**config.mk**
```make
export PLATFORM = sky130hd
export DESIGN_NAME = uart_rx_fifo
export DESIGN_NICKNAME = d
export VERILOG_FILES = /design/src/rtl/uart_rx_fifo_pkg.sv /design/src/rtl/uart_fifo_mem.sv /design/src/rtl/uart_rx_fifo.sv
export SDC_FILE = /design/constraint.sdc
export NUM_CORES = 1
export LEC_CHECK = 0
export ABC_AREA = 0
export BUFFER_PORTS_ARGS = -buffer_cell sky130_fd_sc_hd__buf_2
export CAP_MARGIN = 25
export CELL_PAD_IN_SITES_DETAIL_PLACEMENT = 0
export CELL_PAD_IN_SITES_GLOBAL_PLACEMENT = 2
export CORE_ASPECT_RATIO = 1.5
export CORE_MARGIN = 2
export CORE_UTILIZATION = 35
export DETAILED_ROUTE_END_ITERATION = 6
export GPL_TIMING_DRIVEN = 0
export PLACE_DENSITY = 0.72
export SKIP_CTS_REPAIR_TIMING = 1
export SLEW_MARGIN = 20
export SYNTH_ARGS = -nofsm -noshare
export SYNTH_HDL_FRONTEND = slang
export SYNTH_HIERARCHICAL = 1
export SYNTH_SLANG_ARGS = --single-unit
```
**constraint.sdc**
```tcl
create_clock -name Clock -period 7.7 [get_ports Clock]
set_input_delay 0.385 -clock Clock [delete_from_list [all_inputs] [get_ports Clock]]
set_output_delay 0.385 -clock Clock [all_outputs]
set_load 0.02 [all_outputs]
```
**src/rtl/uart_rx_fifo_pkg.sv**
```systemverilog
// Definitions shared by the UART blocks: byte width, default bit period and
// the receiver/transmitter state encodings.
package uart_rx_fifo_pkg;

    localparam int UART_DATA_WIDTH = 8;
    localparam int CLKS_PER_BIT    = 217;

    localparam logic [1:0] UART_ST_IDLE  = 2'd0;
    localparam logic [1:0] UART_ST_START = 2'd1;
    localparam logic [1:0] UART_ST_DATA  = 2'd2;
    localparam logic [1:0] UART_ST_STOP  = 2'd3;

endpackage

```
**src/rtl/uart_fifo_mem.sv**
```systemverilog
// DEPTH x WIDTH register array: synchronous write, asynchronous read.
// Not reset; occupancy tracking in the parent decides which entries are live.
module uart_fifo_mem #(
    parameter int DEPTH = 16,
    parameter int WIDTH = 8
) (
    input  logic                     i_clk,
    input  logic                     i_we,
    input  logic [$clog2(DEPTH)-1:0] i_waddr,
    input  logic [WIDTH-1:0]         i_wdata,
    input  logic [$clog2(DEPTH)-1:0] i_raddr,
    output logic [WIDTH-1:0]         o_rdata
);

    logic [WIDTH-1:0] r_mem [DEPTH];

    always_ff @(posedge i_clk) begin
        if (i_we) begin
            r_mem[i_waddr] <= i_wdata;
        end
    end

    assign o_rdata = r_mem[i_raddr];

endmodule

```
**src/rtl/uart_rx_fifo.sv**
```systemverilog
// UART receive byte FIFO, first-word-fall-through; byte strobed in cycle N is at the head in N+1.
// When full, a strobe without a same-cycle pop is dropped and sets sticky Overflow. Option: UART_RX_FIFO_ALMOST_FULL_EN.
module uart_rx_fifo
    import uart_rx_fifo_pkg::*;
#(
    parameter int DEPTH      = 16,
    parameter int DATA_WIDTH = UART_DATA_WIDTH
`ifdef UART_RX_FIFO_ALMOST_FULL_EN
    ,
    parameter int ALMOST_FULL_LEVEL = DEPTH - 2
`endif
) (
    input  logic                       Clock,
    input  logic                       Reset,
    input  logic                       Rx_Receive,
    input  logic [DATA_WIDTH-1:0]      Rx_Data,
    output logic                       Out_Valid,
    input  logic                       Out_Ready,
    output logic [DATA_WIDTH-1:0]      Out_Data,
    output logic [$clog2(DEPTH+1)-1:0] Count,
    output logic                       Full,
    output logic                       Empty,
    output logic                       Overflow,
`ifdef UART_RX_FIFO_ALMOST_FULL_EN
    output logic                       Almost_Full,
`endif
    input  logic                       Clear_Overflow
);

    localparam int AW = $clog2(DEPTH);
    localparam int CW = $clog2(DEPTH + 1);
    localparam logic [AW-1:0] PTR_ONE = 1;
    localparam logic [CW-1:0] CNT_ONE = 1;

    logic [AW-1:0]         r_wptr;
    logic [AW-1:0]         r_rptr;
    logic [CW-1:0]         r_count;
    logic                  r_overflow;
    logic [CW-1:0]         w_count_nxt;
    logic                  w_full;
    logic                  w_empty;
    logic                  w_push;
    logic                  w_pop;
    logic                  w_drop;
    logic [DATA_WIDTH-1:0] w_rdata;

    // Occupancy comes only from the counter, so equal pointers are never ambiguous.
    assign w_full  = (r_count == CW'(DEPTH));
    assign w_empty = (r_count == '0);
    assign w_pop   = !w_empty && Out_Ready;
    assign w_push  = Rx_Receive && (!w_full || w_pop);
    assign w_drop  = Rx_Receive && w_full && !w_pop;

    always_comb begin
        w_count_nxt = r_count;
        if (w_push && !w_pop) begin
            w_count_nxt = r_count + CNT_ONE;
        end else if (w_pop && !w_push) begin
            w_count_nxt = r_count - CNT_ONE;
        end
    end

    always_ff @(posedge Clock) begin
        if (Reset) begin
            r_wptr     <= '0;
            r_rptr     <= '0;
            r_count    <= '0;
            r_overflow <= 1'b0;
        end else begin
            if (w_push) begin
                r_wptr <= r_wptr + PTR_ONE;
            end
            if (w_pop) begin
                r_rptr <= r_rptr + PTR_ONE;
            end
            r_count <= w_count_nxt;
            // A new drop outranks a clear in the same cycle.
            if (w_drop) begin
                r_overflow <= 1'b1;
            end else if (Clear_Overflow) begin
                r_overflow <= 1'b0;
            end
        end
    end

    uart_fifo_mem #(
        .DEPTH (DEPTH),
        .WIDTH (DATA_WIDTH)
    ) u_mem (
        .i_clk   (Clock),
        .i_we    (w_push && !Reset),
        .i_waddr (r_wptr),
        .i_wdata (Rx_Data),
        .i_raddr (r_rptr),
        .o_rdata (w_rdata)
    );

`ifdef UART_RX_FIFO_ALMOST_FULL_EN
    logic r_almost_full;

    always_ff @(posedge Clock) begin
        if (Reset) begin
            r_almost_full <= 1'b0;
        end else begin
            r_almost_full <= (w_count_nxt >= CW'(ALMOST_FULL_LEVEL));
        end
    end

    assign Almost_Full = r_almost_full;
`endif

    assign Out_Valid = !w_empty;
    assign Out_Data  = w_empty ? '0 : w_rdata;
    assign Count     = r_count;
    assign Full      = w_full;
    assign Empty     = w_empty;
    assign Overflow  = r_overflow;

endmodule
```
# [Word-level counts from Yosys, hierarchy flattened]
# Memory sizes are Yosys's and may differ from the RTL's. A register that Yosys moved wholly into a read port is not among the register bits.
# Index checks and enable logic that the tools add are counted.
# Widths: inputs -> output; s select.
[totals] latchBits=0 in_bits=13 mem_bits_rw=128 output_inout_bits=17 mem_count=1 regBits=14 rom_bits=0
[mem_list] memory="u_mem.r_mem" words=16 width=8 read_ports=1 rd_clocked_by_memory_dff=1 write_ports=1 line_no="uart_fifo_mem.sv:15" source="logic [WIDTH-1:0] r_mem [DEPTH];"
[op_classes] reduce_logical=16 magnitude_cmp=0 eq_ne=1 addsub=4 div=0 n_mul=0 n_mux=9 n_bitwise=0 shifts=0
[op_table] cell="$mux 5" count=2
[op_table] cell="$add 4x1->4 const B" count=2
[op_table] cell="$mux 4" count=2
[op_table] cell="$mux 8" count=1
[op_table] cell="$logic_and 1x1->1" count=7
[op_table] cell="$add 5x1->5 const B" count=1
[op_table] cell="$eq 5x5->1 const B" count=1
[op_table] cell="$logic_not 1->1" count=5
[op_table] cell="$logic_not 5->1" count=1
[op_table] cell="$sub 5x1->5 const B" count=1
[op_table] cell="$mux 1" count=4
[op_table] cell="$reduce_bool 2->1" count=2
[op_table] cell="$logic_or 1x1->1" count=1

# [Logic depth before layout (Yosys ltp)]
# Gate-level depths: netlist of run 1.
[logic_depth] depth_word=9 ltp_mapped=11 mapped_depth_nobuf=10

# [Hierarchy]
# The synthesis of run 1 kept the hierarchy.
[by_module_without_submodules] module="uart_fifo_mem" cells_per_inst=221 area_per_inst_um2=4987.3 seq_area_each_um2=3843.7 instances=1
[by_module_without_submodules] module="uart_rx_fifo" cells_per_inst=92 area_per_inst_um2=819.5 seq_area_each_um2=280.3 instances=1

# [Worst setup path before layout of run 1]
# No wires, ideal clock.
[synth_timing] path_type="reg-to-reg" from="reg r_count[0], in the netlist Count[0]" to="reg r_count[4], in the netlist Count[4]" stages_incl_launch_ff=12 n_path_buf=1 required_time_ps=7579 t_arrival_ps=2786 slack_ps=4793 path_cell_list="dfxtp_1 or4_1 buf_6 o31ai_4 inv_1 ha_1 inv_1 ha_1 a21oi_1 a211oi_1 a31oi_1 mux2_2"
[synth_between] elab_chain_len=8 elab_cells_between_ends=16 classes_between="add/sub: 2; eq/ne: 1; mux: 2; reduce/logical: 11"
[synth_lines] element="from (decl)" line_no="uart_rx_fifo.sv:37" source="logic [CW-1:0] r_count;"
[synth_lines] element="from (signal assigned)" line_no="uart_rx_fifo.sv:76" source="r_count <= w_count_nxt;"
[synth_lines] element="branches (longest 8 deep; another with $sub 5x1->5)"
# Parallel ways; which one is timed is not known. The select of a mux whose other input is x is not followed.
# A chain may end at the register's enable or synchronous reset.

# [Worst setup path after layout of run 1]
# Ends and elaborated chain as after synthesis.

==> results.tsv, run 1 <==
metric	value	unit
holdWs	0.2734	ns
layout_min_cycle_time	3.086	ns
layout_commonest_cell	edfxtp_1	
grt_pass1_wl	17760	um
syn_inst	313	
slew_headroom	0.3817	
vdd_ir_drop_max	0.1611	mV
fmax	0.3240	GHz
grt_use_total	0.1422	
synth-xor-area-share	0.01056	
ff2ff_path_depth	11	
seqPwrFrac	0.388	
slowest_delay	0.57	ns
hold_class	in -> reg	
finalHoldViolCount	0	
crit_fanout	8	
swShare	0.2891	
worst_pin_slew	0.9240	ns
area_growth	17.67	%
p_int	1.634	mW
synth_cell_types	43	
htreeDepth	4	
cts_tree	yes	
grt_pass1_vias	2980	
final_cell_mix	edfxtp_1 (128), nor2_1 (31), buf_2 (31)	
synth_fa_ha_area_frac	0.01638	
fin_util	0.4221	
clock-sinks	142	
grt_antenna_before_repair	0	
rsz0062_at_grt	no	
skew	0.009081	ns
yosys.area_share.simple	0.06119	
rows	57	
drtIter0Drc	152	
clk_pin_slew	0.06	ns
antennaDiodeCount	0	
ys_ff_latch	142	
cp.depth	11	
power	2.298	mW
combPwrFrac	0.246	
cp.required	8.00	ns
dp_hpwl	7865	um
cp_slowest_cell	or4_1	
worst_slack	4.614	ns
ff2ff_setup_slack	4.61	ns
dpl_cell_area	6225	um^2
io_pins	30	
drive_above_1_share	0.2608	
fin_setup_tns	0	ns
cp_cell_sequence	or4_1 -> buf_6 -> o31ai_4 -> inv_1 -> ha_1 -> inv_1 -> ha_1 -> a21oi_1 -> a211oi_1 -> a31oi_1 -> mux2_2	
synthesis.nets	333	
power.density	336.3	nW/um^2
leakagePower	2.304	nW
power_frac_clock	0.365	
worst-endpoint-arrival	3.39	ns
synthMuxAreaShare	0.1403	
final_nets	380	
critPathBufInv	3	
die_h	161.8	um
fin_area	6833	um^2
final_cells	578	
cp_top_family	compound AO/OA/AOI/OAI gates	
endpoint_kind	flip-flop	
pre_cts_slack	4.580	ns
cts_buffer_depth	2	
cts_buffers	17	
critical_path_class	reg -> reg	
final-setup-viol-count	0	
status	finished clean	
slew_viol_final	0	
dr.pass1.iters	4	
synth_area_per_cell	18.55	um^2
fin_crit_sh	0.4008	
grt_overflow	0	
holdPathStages	4	
via_per_inst	5.114	
core_area	16190	um^2
drc	0	
vias	2956	
clock_latency	0.41	ns
synth-seq-area-share	0.7102	
io_buffers	28	
avgRoutedWirePerCell	20.29	um
syn_area	5807	um^2
cts-root-buf	clkbuf_16	
ys_warn_count	6	
grt_start_max_net_pins	17	
routabilityCongestion	0.8089	
synth_compound_area_frac	0.04008	
drtAntennaViolNets	0	
switching_power	0.6644	mW
initial_core_util	0.3587	
die_x	109.2	um
placed_cells	547	
dieArea	17660	um^2
drv_cap	0	
drt-total-wl	11730	um
synth_top_family_by_area	multiplexers	
critPathLaunchType	flip-flop	
## registers in the layout (all words and copies together), names as in the netlist
register and cells:
Overflow 1, Count 5, u_mem/r_mem 128, r_wptr 4, r_rptr 4
## synth_stat cells, drive strengths merged
cell type	count	area, um^2
mux2i	3	30.03
a31oi	1	6.260
a22oi	16	120.1
a211oi	1	7.510
o31ai	1	21.27
nor4	1	6.260
nor4bb	1	10.01
and2	1	6.260
dfxtp	14	280.3
mux2	1	11.26
mux4	32	773.2
nor2b	10	62.56
o211ai	2	15.01
nand2	10	37.54
o311ai	1	16.27
nand2b	2	12.51
fa	1	20.02
a21o	1	7.510
nor3	5	25.02
clkbuf	2	7.510
and3	1	6.260
buf	9	71.31
and2b	1	7.510
or3	2	12.51
a21oi	5	25.02
xnor2	1	8.760
or4	1	7.510
clkdlybuf4s25	3	30.03
nor2	32	122.6
inv	4	15.01
nand3	3	15.01
xor2	6	52.55
o21ai	2	13.76
or3b	1	8.760
ha	6	75.07
nand3b	2	15.01
edfxtp	128	3844
## worst paths after layout
kind / startpoint / end
hold reg to reg: r_wptr[3]$_SDFFE_PP0N_ / r_wptr[3]$_SDFFE_PP0N_
setup / recovery: Count[0]$_SDFFE_PP0P_ / Count[4]$_SDFFE_PP0P_
setup reg to reg: Count[0]$_SDFFE_PP0P_ / Count[4]$_SDFFE_PP0P_
hold / removal: Clear_Overflow / Overflow$_SDFFE_PP0P_
## per-layer routing
| layer | part of all wire | vias up | GRT usage | wire, um |
|---|---|---|---|---|
| met3 | 0.032 | 13 | 0.03451 | 376 |
| met4 | 0.016 | 0 | 0.04776 | 191 |
| li1 | - | 1365 | - | - |
| met2 | 0.54 | 58 | 0.2490 | 6376 |
| met1 | 0.41 | 1520 | 0.1697 | 4784 |
| met5 | 0 | - | 0 | 0 |
## layout make-up
type,instances,area [um^2]
clock inverter,14,182.7
multi-input combinational,153,1579
timing repair buffer,28,140.1
fill,1427,9356
sequential,142,4124
buffer,14,108.9
inverter,4,15.01
clock buffer,17,425.4
tap,206,257.7
## worst reg2reg max path, cell delays in order, from the launching register on
cell	delay, ns
dfxtp_1	0.36
or4_1	0.57
buf_6	0.17
o31ai_4	0.31
inv_1	0.08
ha_1	0.22
inv_1	0.16
ha_1	0.30
a21oi_1	0.19
a211oi_1	0.10
a31oi_1	0.19
mux2_2	0.35
## power by group through the flow
| stage | clock network, mW | logic [mW] | registers (mW) |
|---|---|---|---|
| finish | 0.839 | 0.566 | 0.892 |
| global placement | 0 | 0.574 | 0.908 |
| global route | 0.885 | 0.615 | 0.897 |
| CTS | 0.858 | 0.577 | 0.894 |
| floorplan | 0 | 0.402 | 0.912 |
| detailed placement | 0 | 0.577 | 0.910 |
## cell families after synthesis
group / after synthesis
AO/OA/AOI/OAI: 30
XOR/XNOR: 7
adder cells (fa/ha/maj): 7
buffers and inverters: 18
flip-flops: 142
multiplexers: 36
AND/OR/NAND/NOR: 73
(Power assumes the default switching activity.)
==> run 2: changes to the inputs <==
Clock period 7.7 ns to 2.9 ns, I/O delays scaled along.
==> results.tsv, run 2 (synthesis results as in run 1) <==
metric	value	unit
status	finished clean	
cts_buffers	17	
skew	0.008146	ns
power	5.949	mW
critPathBufInv	2	
die_h	161.8	um
cts_buffer_depth	2	
drv_cap	0	
die_x	109.2	um
dieArea	17660	um^2
critPathLaunchType	flip-flop	
power.density	868.5	nW/um^2
drtAntennaViolNets	0	
dr.pass1.iters	4	
grt_overflow	0	
antennaDiodeCount	0	
crit_fanout	8	
min_from	Clear_Overflow	
io_pins	30	
slowest_delay	0.63	ns
cts-root-buf	clkbuf_16	
slew_headroom	0.4015	
routabilityCongestion	0.7487	
top_register	u_mem/r_mem	
grt_start_max_net_pins	17	
initial_core_util	0.3587	
worst-endpoint-arrival	3.04	ns
drive_above_1_share	0.2968	
vias	2931	
cp.depth	10	
cp_slowest_cell	or4_4	
clock_latency	0.41	ns
worstSetupEndpoint	Count[4]$_SDFFE_PP0P_	
hold_class	in -> reg	
grt_use_total	0.1420	
r2r_start	Count[0]$_SDFFE_PP0P_	
cp_top_family	compound AO/OA/AOI/OAI gates	
vdd_ir_drop_max	0.4409	mV
avgRoutedWirePerCell	20.27	um
io_buffers	28	
worst_pin_slew	0.8945	ns
cp_cell_sequence	or4_4 -> o31ai_4 -> inv_1 -> ha_2 -> inv_4 -> ha_4 -> a21oi_2 -> a211oi_1 -> a31oi_1 -> mux2_2	
fmax	0.3653	GHz
cp.required	3.20	ns
slew_viol_final	0	
finalHoldViolCount	0	
grt_antenna_before_repair	0	
largest_reg_flops	128	
final_nets	381	
drc	0	
grt_pass1_wl	17640	um
rr_endpoint	Count[4]$_SDFFE_PP0P_	
endpoint_kind	flip-flop	
final-setup-viol-count	0	
fin_crit_sh	0.9441	
final_cell_mix	edfxtp_1 (128), nor2_1 (31), buf_2 (31)	
layout_commonest_cell	edfxtp_1	
clock-sinks	142	
htreeDepth	4	
dp_hpwl	7982	um
layout_min_cycle_time	2.738	ns
core_area	16190	um^2
ff2ff_setup_slack	0.16	ns
critical_path_class	reg -> reg	
drtIter0Drc	218	
rows	57	
leakagePower	2.285	nW
cts_tree	yes	
area_growth	17.95	%
grt_pass1_vias	2949	
clk_pin_slew	0.06	ns
crit_path_start	Count[0]$_SDFFE_PP0P_	
ff2ff_path_depth	10	
drt-total-wl	11760	um
fin_setup_tns	0	ns
via_per_inst	5.053	
-- run 2: power by group --
part           switching [mW]  total [mW]  internal [mW]
sequential             0.0827        2.38           2.30
clock                   0.882        2.01           1.13
combinational           0.848        1.56          0.712
-- run 2: worst register-to-register path, delay by kind of cell, from the launching register on --
kind                       cells  cell delay, ns
AOI/OAI and AO/OA              4            0.68
adders and majority gates      2            0.43
buffers and inverters          2            0.18
DFF                            1            0.36
muxes                          1            0.36
and+or+nand+nor                1            0.63
-- run 2: layout make-up --
| type | instances | area (um^2) |
|---|---|---|
| buffer | 12 | 93.84 |
| clock buffer | 18 | 429.2 |
| clock inverter | 14 | 125.1 |
| fill | 1393 | 9340 |
| inverter | 4 | 17.52 |
| multi-input combinational | 153 | 1634 |
| sequential | 142 | 4129 |
| tap | 206 | 257.7 |
| timing repair buffer | 31 | 162.7 |
-- run 2: stage by stage --
stage	cell area, um^2	hold WS (ns)	cells	utilization	setup WS (ns)
2_1_floorplan	5809	0.2439	313	-	0.007814
3_3_place_gp	6207	0.4643	547	0.3834	-0.2460
3_5_place_dp	6227	0.4690	547	0.3847	-0.2448
4_1_cts	6782	0.02027	579	0.4189	-0.2607
5_1_grt	6849	0.03558	580	0.4231	-0.003112
6_report	6849	0.03529	580	0.4231	0.1622
-- run 2: worst min path at each step --
stage,end,slack (ns),cells past startpoint
4_1_cts,Overflow$_SDFFE_PP0P_,0.02,4
3_3_place_gp,Overflow$_SDFFE_PP0P_,0.46,4
2_1_floorplan,u_mem/r_mem[0][0]$_DFFE_PP_,0.24,0
6_report,Overflow$_SDFFE_PP0P_,0.04,4
5_1_grt,Overflow$_SDFFE_PP0P_,0.04,4
3_5_place_dp,Overflow$_SDFFE_PP0P_,0.47,4
-- run 2: metal layers --
layer / up-vias / global-route usage / part of all wire
met5: - / 0 / 0
met1: 1493 / 0.1652 / 0.40
met4: 0 / 0.06387 / 0.024
met3: 16 / 0.03451 / 0.033
li1: 1363 / - / -
met2: 59 / 0.2453 / 0.54
==> run 3: changes to the inputs <==
Settings changed: GPL_TIMING_DRIVEN 0 to default, SYNTH_HIERARCHICAL 1 to default.
==> results.tsv, run 3 <==
metric	value	unit
drive_above_1_share	0.3385	
dr.pass1.iters	5	
worst-endpoint-arrival	3.01	ns
largest_reg_flops	128	
dieArea	18040	um^2
io_pins	30	
drtIter0Drc	159	
clk_pin_slew	0.06	ns
dp_hpwl	7487	um
ys.flop_type	edfxtp_1	
syn_inst	324	
rsz0062_at_grt	no	
drv_cap	0	
fillCellCount	1499	
fin_crit_sh	0.9340	
drt-total-wl	11340	um
routabilityCongestion	0.7035	
die_x	110.3	um
synth_common_cells	edfxtp_1 (128), mux4_2 (32), nor2_1 (27), dfxtp_1 (18), a211oi_1 (17)	
fin_util	0.4198	
leakagePower	2.337	nW
grt_start_max_net_pins	33	
ys_ff_latch	146	
vdd_ir_drop_max	0.4281	mV
violations	negative hold slack	
cts_tree	yes	
cp.required	3.20	ns
slowest_delay	0.56	ns
synth_top_area_cell	edfxtp_1	
fmax	0.3692	GHz
slew_viol_final	0	
worst_pin_slew	0.8686	ns
synth-edff-count	128	
holdWs	-0.01240	ns
drtAntennaViolNets	0	
top_register	u_mem.r_mem	
cp_cell_sequence	or4_4 -> buf_4 -> o21ai_2 -> ha_1 -> inv_2 -> fa_1 -> nand3_1 -> a211oi_1 -> a31oi_1 -> mux2_2	
clock_latency	0.41	ns
hold_class	in -> reg	
skew	0.007415	ns
via_per_inst	5.008	
area_growth	18.02	%
die_h	163.5	um
cp_slowest_cell	or4_4	
final-setup-viol-count	0	
cts_buffer_depth	2	
ys_warn_count	0	
grt_pass1_vias	3132	
cts-root-buf	clkbuf_16	
htreeDepth	4	
crit_fanout	5	
finalHoldViolCount	1	
drc	0	
grt_pass1_wl	17760	um
syn_area	5937	um^2
grt_use_total	0.1384	
grt_antenna_before_repair	0	
rows	58	
synth_area_per_cell	18.32	um^2
grt_overflow	0	
synthesis.nets	347	
fin_setup_tns	0	ns
final_nets	397	
layout_min_cycle_time	2.709	ns
power	5.971	mW
final_cell_mix	edfxtp_1 (128), mux4_2 (32), buf_2 (29)	
synthTopCellsByArea	edfxtp_1 (65%), mux4_2 (12%), dfxtp_1 (6.1%), a211oi_1 (2.1%), ha_1 (1.9%)	
synth_cell_types	40	
layout_commonest_cell	edfxtp_1	
yosys.cell_count.top_type	edfxtp_1	
endpoint_kind	flip-flop	
status	finished with violations	
critPathLaunchType	flip-flop	
clock-sinks	146	
core_area	16690	um^2
vias	2990	
multi_input_area	1617	um^2
io_buffers	29	
critical_path_class	reg -> reg	
power.density	852.2	nW/um^2
slew_headroom	0.4188	
initial_core_util	0.3557	
synth-seq-area-share	0.7081	
cts_buffers	17	
avgRoutedWirePerCell	18.99	um
antennaDiodeCount	0	
seqCellArea	4208	um^2
async_reset_ff_frac	0	
synth_top_area_frac	0.6474	
run 3: area by class of cell:
class / instances / area share
Sequential cell: 146 / 0.6005
Multi-Input combinational cell: 153 / 0.2307
Clock buffer: 18 / 0.06125
Timing Repair Buffer: 49 / 0.04214
Tap cell: 210 / 0.03750
Clock inverter: 14 / 0.02339
Inverter: 7 / 0.004464
run 3: per-layer routing:
metal,vias up,track usage,wire length (um)
li1,1388,-,-
met2,59,0.2496,6395
met5,-,0,0
met1,1537,0.1558,4474
met3,6,0.03591,376
met4,0,0.04716,91
run 3: kinds of logic after synthesis:
| family | count (synthesis) | synth area share |
|---|---|---|
| flops | 146 | 0.7081 |
| simple gates | 62 | 0.05691 |
| mux | 43 | 0.1401 |
| compound gates | 32 | 0.04152 |
| buf+inv | 25 | 0.02086 |
| fa+ha+maj | 10 | 0.02234 |
| xor+xnor | 6 | 0.01012 |
run 3: path summary, 6_finish.rpt:
| kind | startpoint | end | slack [ns] | cells past startpoint |
|---|---|---|---|---|
| setup / recovery | Count[0]$_SDFFE_PP0P_ | Count[4]$_SDFFE_PP0P_ | 0.19 | 10 |
| hold / removal | Clear_Overflow | Overflow$_SDFFE_PP0P_ | -0.01 | 3 |
| setup reg to reg | Count[0]$_SDFFE_PP0P_ | Count[4]$_SDFFE_PP0P_ | 0.19 | 10 |
| hold reg to reg | Overflow$_SDFFE_PP0P_ | Overflow$_SDFFE_PP0P_ | 0.47 | 2 |
run 3: worst max-delay path, delay by kind of cell (launching register included):
family / cells / cell delay, ns
adder cells (fa/ha/maj): 2 / 0.60
buffers and inverters: 2 / 0.25
AND/OR/NAND/NOR: 2 / 0.68
flip-flops: 1 / 0.35
AO/OA/AOI/OAI: 3 / 0.39
multiplexers: 1 / 0.34
run 3: where the power goes:
group          internal (mW)  switching [mW]  leakage [nW]  total (mW)
Clock                   1.23           0.927         0.292        2.16
Combinational          0.603           0.773         0.743        1.38
Sequential              2.36          0.0764          1.30        2.44
run 3: per-stage QoR:
stage	hold slack [ns]	area [um^2]	instances	setup slack, ns
after global placement	0.4056	6399	564	0.1141
after global routing	0.01489	7007	597	0.02373
after floorplan	0.2439	5939	324	0.01586
after CTS	-0.02748	6992	596	0.08872
after detailed placement	0.4219	6399	564	0.09331
final	-0.01240	7007	597	0.1914
